--- config.mk ---
export PLATFORM = sky130hd
export DESIGN_NAME = vga_timing_gen
export DESIGN_NICKNAME = d
export VERILOG_FILES = /design/src/rtl/vga_timing_pkg.sv /design/src/rtl/vga_axis_timer.sv /design/src/rtl/vga_timing_gen.sv
export SDC_FILE = /design/constraint.sdc
export NUM_CORES = 1
export LEC_CHECK = 0
export ABC_AREA = 1
export CAP_MARGIN = 20
export CORE_ASPECT_RATIO = 1.1
export CORE_MARGIN = 1
export CORE_UTILIZATION = 40
export CTS_CLUSTER_SIZE = 12
export DETAILED_ROUTE_END_ITERATION = 10
export PLACE_DENSITY = 0.67
export SYNTH_ARGS = -nofsm -noshare
export SYNTH_HDL_FRONTEND = slang
export SYNTH_SLANG_ARGS = --single-unit
export TNS_END_PERCENT = 100
--- constraint.sdc ---
create_clock -name vga_clk -period 2.4 [get_ports vga_clk]
set_input_delay 0.48 -clock vga_clk [delete_from_list [all_inputs] [get_ports vga_clk]]
set_output_delay 0.48 -clock vga_clk [all_outputs]
set_load 0.03 [all_outputs]
--- src/rtl/vga_timing_pkg.sv ---
// -----------------------------------------------------------------------------
// vga_timing_pkg
// Timing constants for 640x480 @ 60 Hz VGA on a 25 MHz pixel clock.
// Shared by vga_axis_timer and vga_timing_gen.
//
// Contents:
//   coord_t                   10-bit unsigned pixel/line coordinate
//   H_* / V_*                 region widths and totals per axis
//   H_SYNC_START/END, V_...   first and last coordinate of each sync pulse
// -----------------------------------------------------------------------------
package vga_timing_pkg;

   typedef logic [9:0] coord_t;

   // Horizontal timing, in pixel clocks
   localparam coord_t H_VISIBLE = 10'd640;
   localparam coord_t H_FP      = 10'd16;
   localparam coord_t H_SYNC    = 10'd96;
   localparam coord_t H_BP      = 10'd48;
   localparam coord_t H_TOTAL   = 10'd800;

   // Vertical timing, in lines
   localparam coord_t V_VISIBLE = 10'd480;
   localparam coord_t V_FP      = 10'd10;
   localparam coord_t V_SYNC    = 10'd2;
   localparam coord_t V_BP      = 10'd33;
   localparam coord_t V_TOTAL   = 10'd525;

   // Sync pulses sit directly after the front porch; END is inclusive.
   localparam coord_t H_SYNC_START = H_VISIBLE + H_FP;            // 656
   localparam coord_t H_SYNC_END   = H_SYNC_START + H_SYNC - 10'd1; // 751
   localparam coord_t V_SYNC_START = V_VISIBLE + V_FP;            // 490
   localparam coord_t V_SYNC_END   = V_SYNC_START + V_SYNC - 10'd1; // 491

endpackage : vga_timing_pkg

--- src/rtl/vga_axis_timer.sv ---
// -----------------------------------------------------------------------------
// vga_axis_timer
// One axis (horizontal or vertical) of the VGA raster. Holds a wrapping
// counter and looks one edge ahead so the parent can register its
// visible/sync outputs on the same edge that the counter moves.
//
// Ports:
//   vga_clk       in   pixel clock, rising edge
//   reset         in   asynchronous, active-high
//   enable        in   advance the counter this cycle
//   total         in   number of positions on this axis (counter wraps total-1 -> 0)
//   visible       in   positions 0..visible-1 are visible
//   sync_start    in   first position of the sync pulse
//   sync_end      in   last position of the sync pulse (inclusive)
//   count         out  current position (registered)
//   wrap          out  counter moves total-1 -> 0 on the coming edge
//   visible_next  out  position after the coming edge is visible
//   sync_n_next   out  active-low sync for the position after the coming edge
// -----------------------------------------------------------------------------
module vga_axis_timer
   import vga_timing_pkg::*;
(
   input  logic       vga_clk,
   input  logic       reset,
   input  logic       enable,
   input  logic [9:0] total,
   input  logic [9:0] visible,
   input  logic [9:0] sync_start,
   input  logic [9:0] sync_end,
   output logic [9:0] count,
   output logic       wrap,
   output logic       visible_next,
   output logic       sync_n_next
);

   coord_t count_next;

   // NOTE: every signal assigned here gets a value on every path (defaults
   // first), otherwise synthesis would infer a latch to hold the old value.
   always_comb begin
      wrap         = enable && (count == total - 10'd1);
      count_next   = count;
      if (enable) begin
         count_next = wrap ? '0 : count + 10'd1;
      end
      visible_next = (count_next < visible);
      sync_n_next  = !((count_next >= sync_start) && (count_next <= sync_end));
   end

   // NOTE: state registers use non-blocking assignments so every flop samples
   // the pre-edge values, independent of block evaluation order.
   always_ff @(posedge vga_clk or posedge reset) begin
      if (reset) begin
         count <= '0;
      end else begin
         count <= count_next;
      end
   end

endmodule : vga_axis_timer

--- src/rtl/vga_timing_gen.sv ---
// -----------------------------------------------------------------------------
// vga_timing_gen
// 640x480 @ 60 Hz VGA raster timing generator. Two vga_axis_timer instances
// form an 800 x 525 raster; hs, vs and blank are registered from the timers'
// look-ahead values so they change on the same edge as DrawX/DrawY.
//
// Ports:
//   vga_clk      in   pixel clock (25 MHz nominal), rising edge
//   reset        in   asynchronous, active-high
//   hs           out  horizontal sync, active low (DrawX 656..751)
//   vs           out  vertical sync, active low (DrawY 490..491)
//   blank        out  1 = visible pixel (DrawX < 640 and DrawY < 480)
//   DrawX        out  current column, 0..799
//   DrawY        out  current line, 0..524
//   frame_start  out  (VGA_FRAME_STATUS_EN only) one-cycle pulse with (0,0)
//                     following a frame wrap
//   frame_count  out  (VGA_FRAME_STATUS_EN only) frames completed, wraps at 2^16
//
// Build option: define VGA_FRAME_STATUS_EN to add frame_start/frame_count.
//
// Every output comes straight from a flop, so there is no input-to-output
// combinational path. Reset yields blank = 0 at (0,0), so pixel (0,0) is
// suppressed only in the first frame after reset.
// -----------------------------------------------------------------------------
module vga_timing_gen
   import vga_timing_pkg::*;
(
   input  logic       vga_clk,
   input  logic       reset,
   output logic       hs,
   output logic       vs,
   output logic       blank,
   output logic [9:0] DrawX,
   output logic [9:0] DrawY
`ifdef VGA_FRAME_STATUS_EN
   ,
   output logic        frame_start,
   output logic [15:0] frame_count
`endif
);

   logic h_wrap;
   logic h_visible_next;
   logic h_sync_n_next;
   logic v_visible_next;
   logic v_sync_n_next;

`ifdef VGA_FRAME_STATUS_EN
   logic v_wrap;
`else
   // Vertical wrap only drives the frame status logic, absent in this build.
   logic v_wrap_unused;
`endif

   vga_axis_timer u_h_timer (
      .vga_clk      (vga_clk),
      .reset        (reset),
      .enable       (1'b1),
      .total        (H_TOTAL),
      .visible      (H_VISIBLE),
      .sync_start   (H_SYNC_START),
      .sync_end     (H_SYNC_END),
      .count        (DrawX),
      .wrap         (h_wrap),
      .visible_next (h_visible_next),
      .sync_n_next  (h_sync_n_next)
   );

   // Vertical axis advances only on the cycle the horizontal axis wraps.
   vga_axis_timer u_v_timer (
      .vga_clk      (vga_clk),
      .reset        (reset),
      .enable       (h_wrap),
      .total        (V_TOTAL),
      .visible      (V_VISIBLE),
      .sync_start   (V_SYNC_START),
      .sync_end     (V_SYNC_END),
      .count        (DrawY),
`ifdef VGA_FRAME_STATUS_EN
      .wrap         (v_wrap),
`else
      .wrap         (v_wrap_unused),
`endif
      .visible_next (v_visible_next),
      .sync_n_next  (v_sync_n_next)
   );

   // Registered from next-state values: lands on the same edge as DrawX/DrawY.
   always_ff @(posedge vga_clk or posedge reset) begin
      if (reset) begin
         hs    <= 1'b1;
         vs    <= 1'b1;
         blank <= 1'b0;
      end else begin
         hs    <= h_sync_n_next;
         vs    <= v_sync_n_next;
         blank <= h_visible_next && v_visible_next;
      end
   end

`ifdef VGA_FRAME_STATUS_EN
   // v_wrap is only true when h_wrap is (it is the vertical enable), so it
   // marks exactly the (799,524) -> (0,0) edge.
   always_ff @(posedge vga_clk or posedge reset) begin
      if (reset) begin
         frame_start <= 1'b0;
         frame_count <= '0;
      end else begin
         frame_start <= v_wrap;
         if (v_wrap) begin
            frame_count <= frame_count + 16'd1;
         end
      end
   end
`endif

endmodule : vga_timing_gen

==> impl_metrics.yaml, run 1 <==
setup_path:
  reg2regPathDepth: 8
  crit_path_cell_trace: "clkdlybuf4s50_1"
  crit_path_start: "u_h_timer.count[5]"
  max_stage_delay_ns: 0.73
  worstSetupPathType: "flip-flop to output port"
  cp.arrival_ns: 1.51
  crit_end: "DrawX[5]"
  crit-reg2reg-capture: "vs"
  required_ns: 1.92
  crit_path_end_kind: "output port"
  start_kind: "flip-flop"
  worst-path-buf-inv: 1
  cp_slowest_cell: "clkdlybuf4s50_1"
  crit_family: "buffers and inverters"
  worstPathMaxFanout: 6
  r2r_slack_ns: 0.62
  path_depth: 1
  r2r_start: "u_h_timer.count[0]"
grt:
  grt_max_degree: 16
  grt_usage: 0.196
  grt_pass1_wl_um: 6090
  grt_pass1_vias: 1312
  grt_antenna_before_repair: 0
  globalRouteOverflowTotal: 0
synthesis:
  synth_seq_cells: 23
  synth.distinct_cells: 24
  synth.avg_cell_area_um2: 7.04
  syn_inst: 225
  syn-cell-area_um2: 1580
  synth_fp_nets: 231
  yosysSeqAreaShare: 0.365
  ys_warn_count: 0
placement:
  dp.cells: 300
  place_congestion: 0.954
  dp_slack_ns: 0.630
  place_hpwl_um: 2860
  io_buffer_count: 24
timing:
  setup_slack_ns: 0.411
  drv_slew: 0
  clock.fmax_mhz: 503
  fin_hold_ws_ns: 0.563
  period_needed_ns: 1.99
  fin_setup_tns_ns: 0
  tightest_slew_ns: 0.577
  skew_ns: 0.00166
  finalSetupViolCount: 0
  period_share: 0.829
  slew_headroom: 0.615
  hold_violations: 0
  rsz0062_at_grt: "false"
power_and_ir_drop:
  power_w: 0.000637
  seq_power_share: 0.608
  irDropWorstVdd_uv: 317
  leakagePower_nw: 0.980
  swShare: 0.202
  clkPwrFrac: 0.375
  power_density_nw_per_um2: 328
  switchingPower_w: 0.000129
  share_comb_of_total_power: 0.017
  p_int_w: 0.000508
route:
  dr.pass1.iters: 4
  vias: 1457
  drt-initial-drc-count: 73
  route.detailed.drc: 0
  wl_per_cell_um: 11.9
  antenna_left: 0
  viasPerCell: 4.79
  routed_wl_um: 3620
die:
  fp.dieArea_um2: 4220
  dieWidth_um: 62
  num_io_pins: 25
  rows: 23
  fp.dieH_um: 68
  coreArea_um2: 3710
  initial_core_util: 0.427
finish:
  antenna_cells: 0
  fin_cells: 304
  drive_gt1_frac: 0.126
  nNetsFinal: 261
  final_cell_mix: "68 x nand2_1, 36 x inv_1, 25 x nor2_1"
  final_common_cell: "nand2_1"
  fillers: 367
  synthToLayoutAreaGrowth_pct: 22.4
flow_run:
  cap_violations: 0
clocking:
  clk_latency_ns: 0.26
  clk_pin_slew_ns: 0.08
  cts_setup_buffers: 0
  cts-htree-levels: 1
  clock_sinks: 23
  postCtsHoldBufs: 0
  clockRootBuffer: "clkbuf_8"
  clockBufferDepth: 2
  cts_buffers: 3
  postCtsResizedCells: 0
  cts_tree: "built"
run_status:
  status: "finished, final reports clean"
worst_hold_path:
  hold_class: "flip-flop to flip-flop"
[worst min-delay path by stage]
stage | cells after the start | end | start | slack (ns)
6_report | 1 | u_h_timer.count[0] | u_h_timer.count[0] | 0.56
5_1_grt | 1 | u_h_timer.count[0] | u_h_timer.count[0] | 0.59
4_1_cts | 1 | u_h_timer.count[0] | u_h_timer.count[0] | 0.56
3_5_place_dp | 1 | u_h_timer.count[0] | u_h_timer.count[0] | 0.55
3_3_place_gp | 1 | u_h_timer.count[0] | u_h_timer.count[0] | 0.54
2_1_floorplan | 1 | blank | reset | 0.48
[power groups by stage]
stage               registers [W]    logic, W  clock network, W
finish                   0.000387   0.0000106          0.000239
global route             0.000387   0.0000130          0.000263
CTS                      0.000387   0.0000115          0.000248
detailed placement       0.000395   0.0000115                 0
global placement         0.000395   0.0000114                 0
floorplan                0.000395  0.00000575                 0
[area by class of cell]
type / instances / area, µm² / area share
Multi-Input combinational cell: 159 / 845 / 0.435
Clock buffer: 4 / 45.0 / 0.0232
Timing Repair Buffer: 25 / 248 / 0.128
Inverter: 43 / 161 / 0.0832
Sequential cell: 23 / 578 / 0.298
Tap cell: 50 / 62.6 / 0.0323
[per-layer routing]
| metal | up-vias | share of wire | global-route usage |
|---|---|---|---|
| met2 | 32 | 0.45 | 0.286 |
| met1 | 659 | 0.51 | 0.295 |
| met5 | - | 0 | 0 |
| met3 | 4 | 0.034 | 0.0302 |
| met4 | 0 | 0.013 | 0.0583 |
| li1 | 762 | - | - |
[registers in the layout, indices dropped and copies added, names as in the netlist]
name	cells
vs	1
u_v_timer.count	10
u_h_timer.count	10
hs	1
blank	1
[synth_stat cells, drive strengths merged]
cell   instances  area [µm²]
nand4          8        65.1
ha             4        50.1
nor2          33         181
xor2           4        35.0
dfstp          2        52.6
o21ai          6        33.8
nand2         70         268
dfrtp         21         526
a21oi          2        13.8
nor3           6        35.0
inv           43         161
nand3         26         163
[worst register-to-register path, stage by stage (launching register included)]
cell,delay (ns)
dfrtp_1,0.46
ha_1,0.28
nand3_2,0.14
nor2_4,0.18
nand2_2,0.12
nor2_1,0.25
a21oi_2,0.06
nor2_1,0.14
nand3_1,0.09
[cell families (layout without fill, tap and decap cells)]
logic type / after synthesis / in the layout / synth area share
AO/OA/AOI/OAI: 8 / 8 / 0.0300
XOR/XNOR: 4 / 4 / 0.0221
adder cells (fa/ha/maj): 4 / 4 / 0.0316
buffers and inverters: 43 / 72 / 0.102
flip-flops: 23 / 23 / 0.365
AND/OR/NAND/NOR: 143 / 143 / 0.449
[metrics by stage]
stage	area (µm²)	util
6_report	1940	0.522
5_1_grt	1940	0.522
2_1_floorplan	1580	-
4_1_cts	1940	0.522
3_5_place_dp	1890	0.510
3_3_place_gp	1890	0.510
Power figures use the tool's default switching activity.
==> run 2: changes to the inputs <==
Settings changed: PLACE_DENSITY 0.67 to 0.7.
Clock period 2.4 ns to 1.6 ns, I/O delays scaled along.
==> run 2 against run 1 <==
Via count rose by 5.8%; final cell count rose by 7.2%; global-route usage is 0.70 points higher; sequential cell count stayed put; non-clock buffer count up 22; setup slack worse by 0.43 ns; core utilization increased by 5.8 points; critical endpoint is now blank; the run now ends with setup timing left; total power is 50% higher; die area did not move; clock-buffer cell count is the same; clock power is 51% higher.
==> impl_metrics.yaml, run 2 (synthesis gave the netlist of run 1 again) <==
setup_path:
  start_kind: "flip-flop"
  worstPathMaxFanout: 7
  worstSetupPathType: "flip-flop to flip-flop"
  r2r_start: "u_h_timer.count[7]"
  crit_path_end_kind: "flip-flop"
  crit-reg2reg-capture: "blank"
  r2r_slack_ns: -0.02
  required_ns: 1.76
  reg2regPathDepth: 9
  cp.arrival_ns: 1.78
timing:
  rsz0062_at_grt: "true"
  clock.fmax_mhz: 618
  drv_slew: 0
  period_share: 1.01
  finalSetupViolCount: 1
  skew_ns: 0.00245
  fin_setup_tns_ns: -0.0179
  hold_violations: 0
  setup_slack_ns: -0.0179
  period_needed_ns: 1.62
  tightest_slew_ns: 0.313
  slew_headroom: 0.791
finish:
  antenna_cells: 0
  nNetsFinal: 283
  final_util: 0.580
  top_regs: "u_h_timer.count: 10 flops, u_v_timer.count: 10 flops"
  final_common_cell: "nand2_1"
  final_cell_mix: "68 x nand2_1, 35 x inv_1, 23 x buf_4"
  final_area_um2: 2150
  synthToLayoutAreaGrowth_pct: 35.9
  drive_gt1_frac: 0.261
placement:
  dp_slack_ns: -0.00454
  place_hpwl_um: 2970
  place_congestion: 0.920
  placed_area_um2: 2050
  io_buffer_count: 24
clocking:
  clk_latency_ns: 0.26
  clockRootBuffer: "clkbuf_8"
  clk_pin_slew_ns: 0.08
  cts_tree: "built"
  clockBufferDepth: 2
  cts_buffers: 3
  clock_sinks: 23
  cts-htree-levels: 1
route:
  drt-initial-drc-count: 79
  viasPerCell: 4.73
  dr.pass1.iters: 4
  routed_wl_um: 3800
  route.detailed.drc: 0
  antenna_left: 0
  wl_per_cell_um: 11.6
  vias: 1541
worst_hold_path:
  hold_class: "primary input to asynchronous set/reset pin"
power_and_ir_drop:
  leakagePower_nw: 1.16
  power_density_nw_per_um2: 445
  power_w: 0.000958
  irDropWorstVdd_uv: 343
grt:
  grt_pass1_wl_um: 6390
  grt_pass1_vias: 1453
  grt_usage: 0.203
  grt_max_degree: 24
  globalRouteOverflowTotal: 0
  grt_antenna_before_repair: 0
die:
  num_io_pins: 25
  fp.dieH_um: 68
  initial_core_util: 0.427
  dieWidth_um: 62
  rows: 23
  coreArea_um2: 3710
  fp.dieArea_um2: 4220
run_status:
  failed_checks: "setup timing"
  status: "complete, but fails checks"
flow_run:
  cap_violations: 0
==> run 2: through the flow <==
step                      hold slack (ns)  cells
final                               0.397    326
after global routing                0.477    326
after CTS                           0.403    323
after detailed placement            0.599    318
after global placement              0.588    318
after floorplan                     0.320    225
==> run 2: worst max path at each step <==
stage                            start     to  cells past startpoint
floorplan           u_h_timer.count[0]  blank                     10
global placement    u_h_timer.count[1]  blank                      9
detailed placement  u_h_timer.count[1]  blank                      9
CTS                              blank  blank                      1
global route        u_h_timer.count[5]     vs                     10
finish              u_h_timer.count[7]  blank                      9
==> run 2: what timing repair did <==
action,4_1_cts,5_1_grt
resized for setup,24,14
hold buffers,0,0
setup endpoints to repair,24,4
pin swaps,2,3
buffers inserted,1,3
cloned,0,0
==> run 2: final cells by class <==
| cell class | instances | area (µm²) |
|---|---|---|
| multi-input cells | 159 | 910 |
| inverters | 43 | 161 |
| repair buffers | 47 | 389 |
| fillers | 348 | 1560 |
| clock buffers | 4 | 45.0 |
| flip-flops and latches | 23 | 586 |
| well taps | 50 | 62.6 |
==> run 2: metal layers <==
layer  vias up  GRT usage  wire length [µm]
met5         -          0                 0
li1        801          -                 -
met4         0     0.0528                28
met1       701      0.281              1820
met2        37      0.334              1790
met3         2     0.0227               163
==> run 2: where the power goes <==
part           switching, W  total (W)  internal (W)
combinational     0.0000116  0.0000155    0.00000391
clock              0.000184   0.000362      0.000178
sequential                0   0.000581      0.000581
total              0.000196   0.000958      0.000762
==> run 2: worst max-delay path, cell delays in order, from the launching register on <==
cell and delay, ns:
dfrtp_1 0.42, buf_4 0.14, nor2_1 0.08, buf_4 0.14, nand4_4 0.16, o21ai_2 0.22, buf_4 0.14, nand4_1 0.10
nand2_1 0.08, inv_1 0.04
==> run 3: changes to the inputs <==
Settings changed: CTS_CLUSTER_SIZE 12 to 30, GPL_ROUTABILITY_DRIVEN set to 0.
==> run 3 against run 2 <==
The flow now finishes without violations; register-to-register slack improved by 0.03 ns; non-clock buffer count decreased by 3; worst hold slack got worse by 0.011 ns; clock-buffer cell count unchanged; sequential cell count unchanged; combinational power about the same; fmax increased by 1.9%; die area unchanged; sequential share of layout area increased by 0.42 points; sequential power about the same; critical path type unchanged; largest power group unchanged.
==> impl_metrics.yaml, run 3 (synthesis gave the netlist of run 1 again) <==
power_and_ir_drop:
  power_w: 0.000972
  irDropWorstVdd_uv: 511
  clkPwrFrac: 0.387
  share_comb_of_total_power: 0.016
  swShare: 0.215
  power_density_nw_per_um2: 458
  seq_power_share: 0.597
  leakagePower_nw: 1.14
  switchingPower_w: 0.000209
  p_int_w: 0.000763
route:
  top_layer: "met4"
  wl_per_cell_um: 12.3
  route.met3.wl_um: 113
  dr.pass1.iters: 4
  dr_wl_met2_um: 1970
  viasPerCell: 4.84
  drt-initial-drc-count: 62
  antenna_left: 0
  vias: 1563
  wl_met1_um: 1840
  routed_wl_um: 3980
  route.detailed.drc: 0
timing:
  rsz0062_at_grt: "true"
  drv_slew: 0
  finalSetupViolCount: 0
  tightest_slew_ns: 0.322
  clock.fmax_mhz: 630
  skew_ns: 0.00240
  period_needed_ns: 1.59
  slew_headroom: 0.784
  hold_violations: 0
  period_share: 0.992
clocking:
  clock_sinks: 23
  clockRootBuffer: "clkbuf_8"
  cts-htree-levels: 1
  clk_latency_ns: 0.27
  postCtsHoldBufs: 0
  cts_tree: "built"
  cts_buffers: 3
  clk_pin_slew_ns: 0.08
  clockBufferDepth: 2
setup_path:
  start_kind: "flip-flop"
  cp_slowest_cell: "dfrtp_1"
  worstPathMaxFanout: 7
  crit_path_cell_trace: "nand2_1 > nor2_1 > nand3_1 > nand2_1 > nand2_1 > nand3_1 > nand3_1 > nor2_1 > nand3_1"
  crit_path_end_kind: "flip-flop"
  path_common_cell: "nand3_1"
  cp.arrival_ns: 1.79
  worstSetupPathType: "flip-flop to flip-flop"
  required_ns: 1.80
  max_stage_delay_ns: 0.49
die:
  coreArea_um2: 3710
  num_io_pins: 25
  rows: 23
  fp.dieArea_um2: 4220
  initial_core_util: 0.427
  dieWidth_um: 62
  fp.dieH_um: 68
run_status:
  status: "finished, final reports clean"
finish:
  fin_cells: 323
  nNetsFinal: 280
  antenna_cells: 0
  final_common_cell: "nand2_1"
  final_cell_mix: "67 x nand2_1, 32 x inv_1, 23 x dlygate4sd2_1"
  fillers: 335
  top_regs: "u_h_timer.count: 10 flops, u_v_timer.count: 10 flops"
  drive_gt1_frac: 0.260
  synthToLayoutAreaGrowth_pct: 33.9
grt:
  grt_usage: 0.214
  grt_pass1_vias: 1415
  grt_pass1_wl_um: 6550
  globalRouteOverflowTotal: 0
  grt_max_degree: 24
  grt_antenna_before_repair: 0
placement:
  io_buffer_count: 24
  dp.cells: 315
  place_hpwl_um: 2960
flow_run:
  cap_violations: 0
worst_hold_path:
  hold_class: "primary input to asynchronous set/reset pin"
run 3: cell count changes in the layout (fill, tap and decap cells not counted), moves of 2 or more:
cell,delta
buf_4,-3
dlygate4sd2_1,+2
inv_1,-3
inv_2,+3
run 3: critical path: cells and delay by family (launching register included):
kind,cells,cell delay [ns]
flops,1,0.49
simple gates,9,1.03
run 3: routing by layer:
metal,GRT usage,up-vias
met5,0,-
met4,0.0972,0
met3,0.0302,5
met2,0.328,38
met1,0.294,726
li1,-,794
run 3: layout make-up:
cell class | instances | area (µm²) | area share
multi-input combinational | 159 | 905 | 0.427
sequential | 23 | 586 | 0.276
timing repair buffer | 44 | 362 | 0.171
inverter | 43 | 161 | 0.0761
tap | 50 | 62.6 | 0.0295
clock buffer | 4 | 45.0 | 0.0212
run 3: final timing paths:
path                                    start                  to  slack (ns)  cells past startpoint
max                        u_v_timer.count[6]                  vs        0.01                      9
min reg2reg                u_h_timer.count[2]  u_h_timer.count[2]        0.56                      1
min                                     reset  u_v_timer.count[8]        0.39                      3
max reg2reg                u_v_timer.count[6]                  vs        0.01                      9
min in group vga_clk       u_h_timer.count[2]  u_h_timer.count[2]        0.56                      1
max in group asynchronous               reset                  hs        0.93                      3
run 3: power by group through the flow:
stage	Combinational (W)	Clock, W	Sequential [W]
3_3_place_gp	0.0000169	0	0.000592
2_1_floorplan	0.00000861	0	0.000592
6_report	0.0000155	0.000376	0.000581
4_1_cts	0.0000170	0.000384	0.000581
5_1_grt	0.0000186	0.000417	0.000581
3_5_place_dp	0.0000169	0	0.000592
run 3: per-stage QoR:
stage,hold slack [ns],setup slack (ns),utilization,TNS (ns),area (µm²)
4_1_cts,0.401,0.000478,0.554,0,2060
6_report,0.386,0.0127,0.571,0,2120
3_3_place_gp,0.585,-0.0137,0.547,-0.0265,2030
5_1_grt,0.434,-0.130,0.571,-0.269,2120
3_5_place_dp,0.588,-0.0185,0.547,-0.0337,2030
2_1_floorplan,0.320,-0.00139,-,-0.00139,1610
run 3: repair_timing:
action	4_1_cts	5_1_grt
endpoints found under the setup margin	25	4
gates resized for setup	24	17
pin swaps	2	3
gates cloned	0	0
endpoints found under the hold margin	0	0
buffers inserted	1	3
